`src/rtl/note_envelope_pkg.sv`:
```
// note_envelope_pkg: shared envelope widths, default ADSR constants and state codes.
// Used by note_envelope and by keypad/LED logic that decodes state_o.
package note_envelope_pkg;
    localparam int DEF_DATA_W = 24;
    localparam int DEF_ENV_W  = 16;
    localparam logic [15:0] DEF_ATTACK_STEP  = 16'h4000;
    localparam logic [15:0] DEF_DECAY_STEP   = 16'h1000;
    localparam logic [15:0] DEF_SUSTAIN_LVL  = 16'h8000;
    localparam logic [15:0] DEF_RELEASE_STEP = 16'h0800;
    typedef enum logic [2:0] {IDLE, ATTACK, DECAY, SUSTAIN, RELEASE} env_state_e;
    localparam logic [2:0] ST_IDLE    = 3'd0;
    localparam logic [2:0] ST_ATTACK  = 3'd1;
    localparam logic [2:0] ST_DECAY   = 3'd2;
    localparam logic [2:0] ST_SUSTAIN = 3'd3;
    localparam logic [2:0] ST_RELEASE = 3'd4;
endpackage

```
`src/rtl/note_envelope_env_scaler.sv`:
```
// note_envelope_env_scaler: 2-stage signed sample x unsigned envelope scaler.
// Ports: clk_i/rst_i (async, active high); valid_i + sample_i captured on strobe;
//        env_i is the envelope already updated by that strobe (used one cycle later);
//        sample_o (held between results) and one-cycle valid_o, two cycles after valid_i.
module note_envelope_env_scaler
    import note_envelope_pkg::*;
#(
    parameter int DATA_W = DEF_DATA_W,
    parameter int ENV_W  = DEF_ENV_W
) (
    input  logic              clk_i,
    input  logic              rst_i,
    input  logic              valid_i,
    input  logic [DATA_W-1:0] sample_i,
    input  logic [ENV_W-1:0]  env_i,
    output logic [DATA_W-1:0] sample_o,
    output logic              valid_o
);
    logic signed [DATA_W-1:0] s_q;
    logic                     v1_q;
    logic signed [DATA_W+ENV_W:0] prod;

    // Envelope is zero-extended so it acts as a non-negative gain below 1.0.
    assign prod = s_q * $signed({1'b0, env_i});

    always_ff @(posedge clk_i or posedge rst_i) begin
        if (rst_i) begin
            s_q      <= '0;
            v1_q     <= 1'b0;
            sample_o <= '0;
            valid_o  <= 1'b0;
        end else begin
            v1_q    <= valid_i;
            valid_o <= v1_q;
            if (valid_i)
                s_q <= sample_i;
            // Arithmetic shift truncates toward -inf; |gain| < 1 so no saturation.
            if (v1_q)
                sample_o <= DATA_W'(prod >>> ENV_W);
        end
    end
endmodule

```
`src/rtl/note_envelope.sv`:
```
// note_envelope: ADSR amplitude envelope applied to a signed audio sample stream.
// Ports: clk_i, rst_i (async, active high); key_pressed_i note gate (level);
//        sample_valid_i strobe qualifying sample_i and advancing the envelope;
//        sample_o/valid_o scaled result (latency 2); env_o level; state_o FSM state;
//        note_active_o high whenever state is not IDLE.
module note_envelope
    import note_envelope_pkg::*;
#(
    parameter int               DATA_W       = DEF_DATA_W,
    parameter int               ENV_W        = DEF_ENV_W,
    parameter logic [ENV_W-1:0] ATTACK_STEP  = DEF_ATTACK_STEP,
    parameter logic [ENV_W-1:0] DECAY_STEP   = DEF_DECAY_STEP,
    parameter logic [ENV_W-1:0] SUSTAIN_LVL  = DEF_SUSTAIN_LVL,
    parameter logic [ENV_W-1:0] RELEASE_STEP = DEF_RELEASE_STEP
) (
    input  logic              clk_i,
    input  logic              rst_i,
    input  logic              key_pressed_i,
    input  logic              sample_valid_i,
    input  logic [DATA_W-1:0] sample_i,
    output logic [DATA_W-1:0] sample_o,
    output logic              valid_o,
    output logic [ENV_W-1:0]  env_o,
    output logic [2:0]        state_o,
    output logic              note_active_o
);
    localparam logic [ENV_W-1:0] ENV_MAX = '1;

    logic             key_q, press_pend, rel_pend;
    logic             rise, fall, press_ev, rel_ev;
    logic [2:0]       state_q, st_ev, state_d;
    logic [ENV_W-1:0] env_q, env_d;
    logic [ENV_W:0]   up, dn;

    assign rise = key_pressed_i & ~key_q;
    assign fall = ~key_pressed_i & key_q;
    // A fresh edge replaces whatever is pending, so only the latest edge survives.
    assign press_ev = rise | (press_pend & ~fall);
    assign rel_ev   = fall | (rel_pend & ~rise);

    // Extra top bit exposes attack overflow and decay underflow.
    assign up = {1'b0, env_q} + {1'b0, ATTACK_STEP};
    assign dn = {1'b0, env_q} - {1'b0, DECAY_STEP};

    always_comb begin
        st_ev = (press_ev && state_q != ST_ATTACK) ? ST_ATTACK :
                (rel_ev && (state_q == ST_ATTACK || state_q == ST_DECAY ||
                            state_q == ST_SUSTAIN)) ? ST_RELEASE : state_q;
        state_d = st_ev;
        env_d   = env_q;
        case (st_ev)
            ST_ATTACK: begin
                state_d = (up >= {1'b0, ENV_MAX}) ? ST_DECAY : ST_ATTACK;
                env_d   = (up >= {1'b0, ENV_MAX}) ? ENV_MAX : up[ENV_W-1:0];
            end
            ST_DECAY: begin
                state_d = (dn[ENV_W] || dn[ENV_W-1:0] <= SUSTAIN_LVL) ? ST_SUSTAIN : ST_DECAY;
                env_d   = (dn[ENV_W] || dn[ENV_W-1:0] <= SUSTAIN_LVL) ? SUSTAIN_LVL : dn[ENV_W-1:0];
            end
            ST_SUSTAIN: env_d = env_q;
            ST_RELEASE: begin
                state_d = (env_q <= RELEASE_STEP) ? ST_IDLE : ST_RELEASE;
                env_d   = (env_q <= RELEASE_STEP) ? '0 : env_q - RELEASE_STEP;
            end
            default: begin
                state_d = ST_IDLE;
                env_d   = '0;
            end
        endcase
    end

    always_ff @(posedge clk_i or posedge rst_i) begin
        if (rst_i) begin
            key_q      <= 1'b0;
            press_pend <= 1'b0;
            rel_pend   <= 1'b0;
            state_q    <= ST_IDLE;
            env_q      <= '0;
        end else begin
            key_q <= key_pressed_i;
            if (sample_valid_i) begin
                press_pend <= 1'b0;
                rel_pend   <= 1'b0;
                state_q    <= state_d;
                env_q      <= env_d;
            end else begin
                press_pend <= press_ev;
                rel_pend   <= rel_ev;
            end
        end
    end

    note_envelope_env_scaler #(.DATA_W(DATA_W), .ENV_W(ENV_W)) u_scaler (
        .clk_i    (clk_i),
        .rst_i    (rst_i),
        .valid_i  (sample_valid_i),
        .sample_i (sample_i),
        .env_i    (env_q),
        .sample_o (sample_o),
        .valid_o  (valid_o)
    );

    assign env_o         = env_q;
    assign state_o       = state_q;
    assign note_active_o = state_q != ST_IDLE;
endmodule
```
`config.mk`:
```
export PLATFORM = sky130hd
export DESIGN_NAME = note_envelope
export DESIGN_NICKNAME = d
export VERILOG_FILES = /design/src/rtl/note_envelope_pkg.sv /design/src/rtl/note_envelope_env_scaler.sv /design/src/rtl/note_envelope.sv
export SDC_FILE = /design/constraint.sdc
export NUM_CORES = 1
export LEC_CHECK = 0
export ABC_AREA = 1
export CAP_MARGIN = 0
export CELL_PAD_IN_SITES_DETAIL_PLACEMENT = 2
export CELL_PAD_IN_SITES_GLOBAL_PLACEMENT = 2
export CORE_MARGIN = 4
export CORE_UTILIZATION = 41
export CTS_CLUSTER_DIAMETER = 200
export DETAILED_ROUTE_END_ITERATION = 10
export PLACE_DENSITY_LB_ADDON = 0.1
export SETUP_SLACK_MARGIN = 0.05
export SLEW_MARGIN = 20
export SYNTH_ARGS = -nofsm -noshare
export SYNTH_HDL_FRONTEND = slang
export SYNTH_SLANG_ARGS = --single-unit
```
`constraint.sdc`:
```
create_clock -name clk_i -period 8.9 [get_ports clk_i]
set_input_delay 2.225 -clock clk_i [delete_from_list [all_inputs] [get_ports clk_i]]
set_output_delay 2.225 -clock clk_i [all_outputs]
set_load 0.1 [all_outputs]
```
# Yosys cells after proc, flatten, opt, wreduce, memory -nomap -nowiden
# Cells that the tools add are included.
classes:
  n_reduce_logical: 7
  mul: 1
  addsub: 3
  bitwise: 11
  n_mux: 12
  magnitude_cmp: 3
  n_eq_ne: 8
ops:
  columns: ["op", "n"]
  rows:
  - ["16-bit case mux with 4 select lines", 1]
  - ["16-bit two-way mux", 3]
  - ["24-bit by 17-bit multiplier with 40-bit output", 1]
  - ["16-bit by 15-bit adder with 17-bit output (second input constant)", 1]
  - ["17-bit by 16-bit greater-or-equal comparator with 1-bit output (second input constant)", 1]
  - ["16-bit by 13-bit subtractor with 17-bit output (second input constant)", 1]
  - ["16-bit by 12-bit less-or-equal comparator with 1-bit output (second input constant)", 1]
  - ["16-bit less-or-equal comparator (second input constant)", 1]
  - ["16-bit by 12-bit subtractor with 16-bit output (second input constant)", 1]
  - ["3-bit by 2-bit == test with 1-bit output (second input constant)", 4]
  - ["3-bit case mux with 4 select lines", 1]
  - ["3-bit two-way mux", 3]
  - ["3-bit by 1-bit == test with 1-bit output (second input constant)", 2]
  - ["1-bit inverter", 5]
  - ["1-bit bitwise AND", 4]
  - ["3-bit == test (second input constant)", 1]
  - ["1-bit logical OR", 3]
  - ["1-bit two-way mux", 3]
  - ["3-bit by 1-bit inequality test with 1-bit output (second input constant)", 1]
  - ["3-bit nonzero test", 1]
  - ["1-bit logical AND", 2]
  - ["2-bit two-way mux", 1]
  - ["1-bit OR", 2]
  - ["2-bit AND reduction", 1]
totals:
  wordCells: 54
  regBits: 72

# Logic depth before layout (Yosys ltp)
# Gate-level depths: netlist of the first run.
logic_depth:
  depth_word: 11
  depth_mapped: 33

# Modules after synthesis
# A second synthesis of the first run with hierarchy kept.
hier_totals:
  cells_unflattened: 2272
  area_unflattened_um2: 17579.4
by_module_without_submodules:
  columns: ["mod", "seq_area_each_um2", "instances", "area_each_um2", "cells_each"]
  rows:
  - ["note_envelope_env_scaler", 1251.2, 1, 16363.2, 2100]
  - ["note_envelope", 300.3, 1, 1216.2, 172]

# Worst setup path before layout of the first run
# OpenSTA, ideal clock, no wires.
synth_path:
  kind: "register to register"
  from: "register env_q[9] (netlist: env_o[9])"
  to: "register u_scaler.sample_o[23]"
  stages_incl_launch_ff: 23
  t_required_ps: 8780
  setup_time_ps: 120
  period_less_slack_ps: 6701
  arrival_time_ps: 6581
  slack_ps: 2199
  path_cell_list: "dfrtp_1 -> buf_4 -> buf_2 -> buf_1 -> nand2_1 -> fa_1 -> inv_1 -> fa_1 -> fa_1 -> fa_1 -> fa_1 -> inv_1 -> fa_1 -> inv_1 -> ha_1 -> a21oi_1 -> o21a_1 -> a21boi_1 -> nor2_1 -> nor2_1 -> nand3_1 -> nand3_1 -> nand2_1"
synth_between:
  elab_chain_len: 1
synth_lines:
  columns: ["item", "line", "rtl"]
  rows:
  - ["start, declared", "note_envelope.sv:32", "logic [ENV_W-1:0] env_q, env_d;"]
  - ["start signal, assigned", "note_envelope.sv:85", "env_q <= env_d;"]
  - ["24-bit by 17-bit multiplier with 40-bit output", "note_envelope_env_scaler.sv:24", "assign prod = s_q * $signed({1'b0, env_i});"]
  - ["end signal, assigned", "note_envelope_env_scaler.sv:39", "sample_o <= DATA_W'(prod >>> ENV_W);"]
  - ["end, declared", "note_envelope_env_scaler.sv:16", "output logic [DATA_W-1:0] sample_o,"]
# No other way between the ends.
# A chain may end at the register's enable or synchronous reset.

# Final worst setup path of the first run
layout_path:
  from: "register env_q[9] (netlist: env_o[9])"
  to: "register u_scaler.sample_o[19]"
# Same word-level chain as after synthesis.

==> flow_summary.yaml, run 1 <==
run_status:
  status: "complete, no violations"
synthesis:
  ys_seq_elements: 62
  netlist_instances: 1812
  synth_warnings: 0
  synth.distinct_cells: 36
  syn-num-nets: 2231
  synth_area_leaders: "fa_1, inv_1, nand2_1"
  yosysTopAreaCellShare: 0.375
  synth.avg_cell_area_sq_um: 7.79
  synth_top_cell_by_area: "fa_1"
  ys_seq_area_frac: 0.110
  netlist_area_sq_mm: 0.0141
timing:
  fmax_mhz: 140
  skew_ps: 11.8
  timing.hold.ws_ps: 484
  setup_tns_ps: 0
  max-slew-margin-rel: 0.285
  finalCritPeriodShare: 0.802
  slew_viol_final: 0
  worst_pin_slew_ps: 1070
  period_minus_slack_ps: 7130
  finalWorstSetupSlack_ps: 1770
  setup_viol: 0
  hold_viol: 0
  rsz0062_at_grt: "false"
clock_network:
  insertion_delay_ps: 360
  clockBufferDepth: 2
  cts_made_buffers: 9
  cts_resized: 0
  h-tree-depth: 3
  cts_hold_buf: 0
  clkSinkCount: 62
  clk_pin_slew_ps: 60
  cts_tree: "done"
  post_cts_buffers: 0
  clockRootBuffer: "clkbuf_16"
critical_path:
  worst-path-max-fanout: 26
  crit_end: "u_scaler.sample_o[19]$_DFFE_PP0P_"
  required_ps: 9160
  end_kind: "flop"
  r2r-end: "u_scaler.sample_o[19]$_DFFE_PP0P_"
  path_common_cell: "fa_1"
  reg2reg_slack_ps: 1770
  crit_path_max_incr_delay_ps: 1050
  critPathSlowestCell: "dfrtp_1"
  regToRegStartpoint: "env_o[9]$_DFFE_PP0P_"
  path_cells: "nand2_1, fa_1, inv_1, fa_1, fa_1, fa_1, fa_1, inv_1, fa_1, inv_1, ha_1, a21oi_1, o21ai_0, a21oi_1, nor2_1, nor3_1, nand3b_1, nand3_1, nand2_1"
  crit_type: "flop to flop"
  worst_setup_path_start_kind: "flop"
  worstSetupStartpoint: "env_o[9]$_DFFE_PP0P_"
  r2r_cells: 19
  arrival_ps: 7390
detailed_routing:
  postRouteAntennaNets: 0
  wl_per_cell_um: 20.5
  vias: 11500
  detail_route.iter0.violations: 357
  drt_wl_total_mm: 47.3
  first_pass_iters: 5
  route.detailed.drc: 0
  avgViaCountPerCell: 4.97
die:
  rows: 67
  chipHeight_um: 193
  initial_utilization: 0.419
  ios: 73
  fp.coreArea_sq_mm: 0.0337
  die_area_sq_mm: 0.0374
  dieWidth_um: 193
min_path:
  hold_path.class: "flop to flop"
grt:
  grt_start_max_net_pins: 63
  grt_busiest_layer: "met2"
  use_met1: 0.304
  antenna_found_initial: 0
  grt_util_all_layers: 0.263
  grt_util_met2: 0.507
  grt_remaining_overflow: 0
  grt_pass1_vias: 13900
  grtUsageMet3: 0.0256
  grt_pass1_wl_mm: 77.5
placement:
  gp_congestion: 0.905
  hpwl_mm: 41.5
  port_buffers: 72
  dp_worst_setup_slack_ps: 1780
power:
  power_density_mw_per_mm2: 226
  p_leak_nw: 9.28
  max-vdd-ir-drop_mv: 0.187
layout:
  syn_to_final_growth_pct: 9.97
  drive_above_1_share: 0.0226
  n_antenna_cell: 0
  multi_input_area_sq_mm: 0.0103
  nFillCells: 3907
  seq_area_sq_mm: 0.00155
  final_nets: 2271
flow_run:
  drv_cap: 0
==> power by group <==
part / internal (mW) / switching (mW) / total [mW]
Sequential: 0.344 / 0.101 / 0.444
Clock: 0.232 / 0.143 / 0.374
Combinational: 0.898 / 1.79 / 2.69
Total: 1.47 / 2.04 / 3.51
==> worst min path at each step <==
stage                                            startpoint                                 to  slack, ps  cells after the start
after floorplan                     u_scaler.v1_q$_DFF_PP0_         u_scaler.valid_o$_DFF_PP0_        370                      0
after global routing       u_scaler.sample_o[1]$_DFFE_PP0P_   u_scaler.sample_o[1]$_DFFE_PP0P_        510                      2
after CTS                  u_scaler.sample_o[1]$_DFFE_PP0P_   u_scaler.sample_o[1]$_DFFE_PP0P_        490                      2
final                     u_scaler.sample_o[14]$_DFFE_PP0P_  u_scaler.sample_o[14]$_DFFE_PP0P_        480                      2
after detailed placement  u_scaler.sample_o[13]$_DFFE_PP0P_  u_scaler.sample_o[13]$_DFFE_PP0P_        470                      2
after global placement    u_scaler.sample_o[23]$_DFFE_PP0P_  u_scaler.sample_o[23]$_DFFE_PP0P_        470                      2
==> final cells by class <==
class	count	area share
Multi-Input combinational cell	1173	0.666
Inverter	522	0.126
Sequential cell	62	0.100
Timing Repair Buffer	84	0.0523
Tap cell	448	0.0361
Clock buffer	13	0.0168
Clock inverter	3	0.00274
==> metal layers <==
metal,vias up,part of all wire
met2,133,0.55
met1,5956,0.40
met3,76,0.019
li1,5300,-
met4,0,0.035
met5,-,0
==> registers in the layout (all words and copies together) (netlist names) <==
name,count
env_o,6
key_q,1
press_pend,1
rel_pend,1
state_o,3
u_scaler.s_q,24
u_scaler.sample_o,24
u_scaler.v1_q,1
u_scaler.valid_o,1
==> metrics by stage <==
step / utilization / std cells / area (sq um) / power [mW]
final: 0.460 / 2305 / 15500 / 3.51
after global routing: 0.460 / 2305 / 15500 / 3.87
after CTS: 0.460 / 2305 / 15500 / 3.58
after detailed placement: 0.451 / 2289 / 15200 / 3.16
after global placement: 0.451 / 2289 / 15200 / 3.01
after floorplan: - / 1812 / 14100 / 2.29
==> synth_stat cells (all sizes together) <==
cell     instances
o211ai           1
clkbuf          26
fa             264
nand3           47
a21oi           45
ha             127
buf             29
nand4           10
nor3            14
o21bai           8
a21boi           3
or2              3
nand2b           1
and2             1
o21ai           51
o21a             2
nand3b          10
dfrtp           62
nor2            81
inv            522
a21o             7
o2111ai          1
xnor2           11
xor2            14
nand2          472
==> placed cells by master, fill, tap and decap left out, drive strengths merged <==
cell type / n
nor2: 81
a21o: 7
fa: 264
o21a: 2
nand2: 472
o21bai: 8
bufinv: 1
clkinv: 1
nand3b: 10
buf: 12
o2111ai: 1
nand4: 10
clkinvlp: 1
o211ai: 1
dfrtp: 62
xor2: 14
a21oi: 45
o21ai: 51
nor3: 14
or2: 3
a21boi: 3
nand3: 47
and2: 1
inv: 522
nand2b: 1
ha: 127
clkbuf: 13
xnor2: 11
clkdlybuf4s50: 72
==> cells by family (layout without fill, tap and decap cells) <==
family,after synthesis,in the layout,synth area share
buffers and inverters,577,622,0.158
AOI/OAI and AO/OA,118,118,0.0461
adders and majority gates,391,391,0.487
and+or+nand+nor,639,639,0.183
DFF,62,62,0.110
xor gates and xnor gates,25,25,0.0155
==> critical path: cells and delay by family (launching register included) <==
family,cells,cell delay (ps)
adder cells (fa/ha/maj),7,3760
AND/OR/NAND/NOR,6,1180
AO/OA/AOI/OAI,3,820
buffers and inverters,3,190
flip-flops,1,1050
No activity file was read; power rests on OpenSTA's default activity.
==> run 2: changes to the inputs <==
CORE_UTILIZATION = 38   (was 41)
clock period = 6.92 ns   (was 8.9 ns; I/O delays follow)
==> flow_summary.yaml, run 2 (synthesis results as in run 1) <==
critical_path:
  end_kind: "flop"
  cp.depth: 19
  worst_setup_path_start_kind: "flop"
  crit_family: "adder cells"
  required_ps: 7120
  crit_type: "flop to flop"
  critPathSlowestCell: "fa_1"
  r2r_cells: 19
  worst-path-max-fanout: 24
  crit_path_max_incr_delay_ps: 670
  arrival_ps: 6600
  path_common_cell: "fa_1"
  path_cells: "nand2_1, inv_1, fa_1, inv_1, fa_1, inv_1, fa_1, fa_1, fa_1, inv_1, fa_1, inv_1, ha_1, a21oi_1, o21ai_0, a21oi_1, nand3_2, xnor2_1, o21ai_1"
  reg2reg_slack_ps: 510
  cp.buffers_inverters: 5
timing:
  timing.hold.ws_ps: 483
  finalCritPeriodShare: 0.926
  rsz0062_at_grt: "false"
  finalWorstSetupSlack_ps: 515
  period_minus_slack_ps: 6410
  setup_tns_ps: 0
  setup_viol: 0
  max-slew-margin-rel: 0.332
  skew_ps: 14.1
  hold_viol: 0
  worst_pin_slew_ps: 998
  slew_viol_final: 0
  fmax_mhz: 156
die:
  die_area_sq_mm: 0.0403
  dieWidth_um: 201
  rows: 70
  ios: 73
  initial_utilization: 0.385
  chipHeight_um: 201
  fp.coreArea_sq_mm: 0.0366
clock_network:
  clkSinkCount: 62
  clk_pin_slew_ps: 50
  clockBufferDepth: 2
  insertion_delay_ps: 370
  cts_made_buffers: 9
  h-tree-depth: 3
  clockRootBuffer: "clkbuf_16"
  cts_tree: "done"
power:
  power_density_mw_per_mm2: 290
  p_leak_nw: 9.35
  pwr-share-seq: 0.127
  p_sw_frac: 0.568
  total_power_mw: 4.54
  power.net_switching_mw: 2.58
  clock_power_share: 0.124
  max-vdd-ir-drop_mv: 0.287
  p_comb_frac: 0.748
  p_int_mw: 1.96
placement:
  dpl.cell_count: 2319
  port_buffers: 72
  dp_worst_setup_slack_ps: -44.3
  hpwl_mm: 40.5
  place_area_sq_mm: 0.0153
  gp_congestion: 0.847
detailed_routing:
  route.detailed.drc: 0
  wl_per_cell_um: 19.6
  first_pass_iters: 4
  vias: 11400
  drt_wl_total_mm: 45.8
  avgViaCountPerCell: 4.88
  detail_route.iter0.violations: 358
  postRouteAntennaNets: 0
grt:
  grt_util_all_layers: 0.239
  grt_pass1_wl_mm: 75.8
  grt_remaining_overflow: 0
  grt_pass1_vias: 13900
  antenna_found_initial: 0
  grt_start_max_net_pins: 63
layout:
  stdcell_count: 2335
  fin_util: 0.428
  drive_above_1_share: 0.0279
  final_common_cell: "inv_1"
  final_cell_mix: "inv_1, nand2_1, fa_1, ha_1, nor2_1"
  seq_area_sq_mm: 0.00156
  fin_area_sq_mm: 0.0157
  final_nets: 2281
  nFillCells: 4230
  n_antenna_cell: 0
  syn_to_final_growth_pct: 11.0
  multi_input_area_sq_mm: 0.0103
flow_run:
  drv_cap: 0
min_path:
  hold_path.class: "flop to flop"
  hold_path_depth: 2
run_status:
  status: "complete, no violations"
==> run 2: changes by cell type in the layout (fill, tap and decap cells not counted), sizes merged <==
cell | previous run | this run
buf | 12 | 22
bufinv | 1 | 3
clkinvlp | 1 | 0
clkinv | 1 | 0
==> run 2: layer usage <==
layer	vias to the layer above	routed length [um]	track usage
li1	5318	-	-
met1	5910	18600	0.280
met2	101	24900	0.459
met3	67	789	0.0254
met4	0	1460	0.0740
met5	-	0	0
==> run 2: path summary, 6_finish.rpt <==
| kind | start | end |
|---|---|---|
| setup / recovery | env_o[9]$_DFFE_PP0P_ | u_scaler.sample_o[7]$_DFFE_PP0P_ |
| hold / removal | u_scaler.sample_o[9]$_DFFE_PP0P_ | u_scaler.sample_o[9]$_DFFE_PP0P_ |
| setup reg to reg | env_o[9]$_DFFE_PP0P_ | u_scaler.sample_o[7]$_DFFE_PP0P_ |
| hold reg to reg | u_scaler.sample_o[9]$_DFFE_PP0P_ | u_scaler.sample_o[9]$_DFFE_PP0P_ |
| max in group asynchronous | rst_i | env_o[9]$_DFFE_PP0P_ |
| min in group asynchronous | rst_i | u_scaler.s_q[21]$_DFFE_PP0P_ |
==> run 2: cell type report <==
type,instances,share of cell area
Multi-Input combinational cell,1173,0.659
Clock buffer,13,0.0166
Sequential cell,62,0.0993
Inverter,522,0.125
Tap cell,468,0.0374
Timing Repair Buffer,94,0.0566
Clock inverter,3,0.00575
==> run 2: worst register-to-register path, cell delays in order (launching register included) <==
cell and delay (ps):
dfrtp_4 620, nand2_1 300, inv_1 160, fa_1 670, inv_1 110, fa_1 550
inv_1 60, fa_1 480, fa_1 520, fa_1 500, inv_1 50, fa_1 490
inv_1 40, ha_1 350, a21oi_1 290, o21ai_0 240, a21oi_1 200, nand3_2 200
xnor2_1 290, o21ai_1 110
==> run 2: power by group through the flow <==
stage,Clock (mW),Combinational [mW],Sequential [mW]
4_1_cts,0.575,3.50,0.579
5_1_grt,0.592,3.84,0.593
3_5_place_dp,0,3.46,0.584
3_3_place_gp,0,3.33,0.578
6_report,0.564,3.40,0.578
2_1_floorplan,0,2.02,0.935
==> run 2: what timing repair did <==
| item | CTS | global route |
|---|---|---|
| hold buffers | 0 | 0 |
| buffers inserted | 0 | 0 |
| resized for setup | 1 | 1 |
| setup endpoints to repair | 8 | 2 |
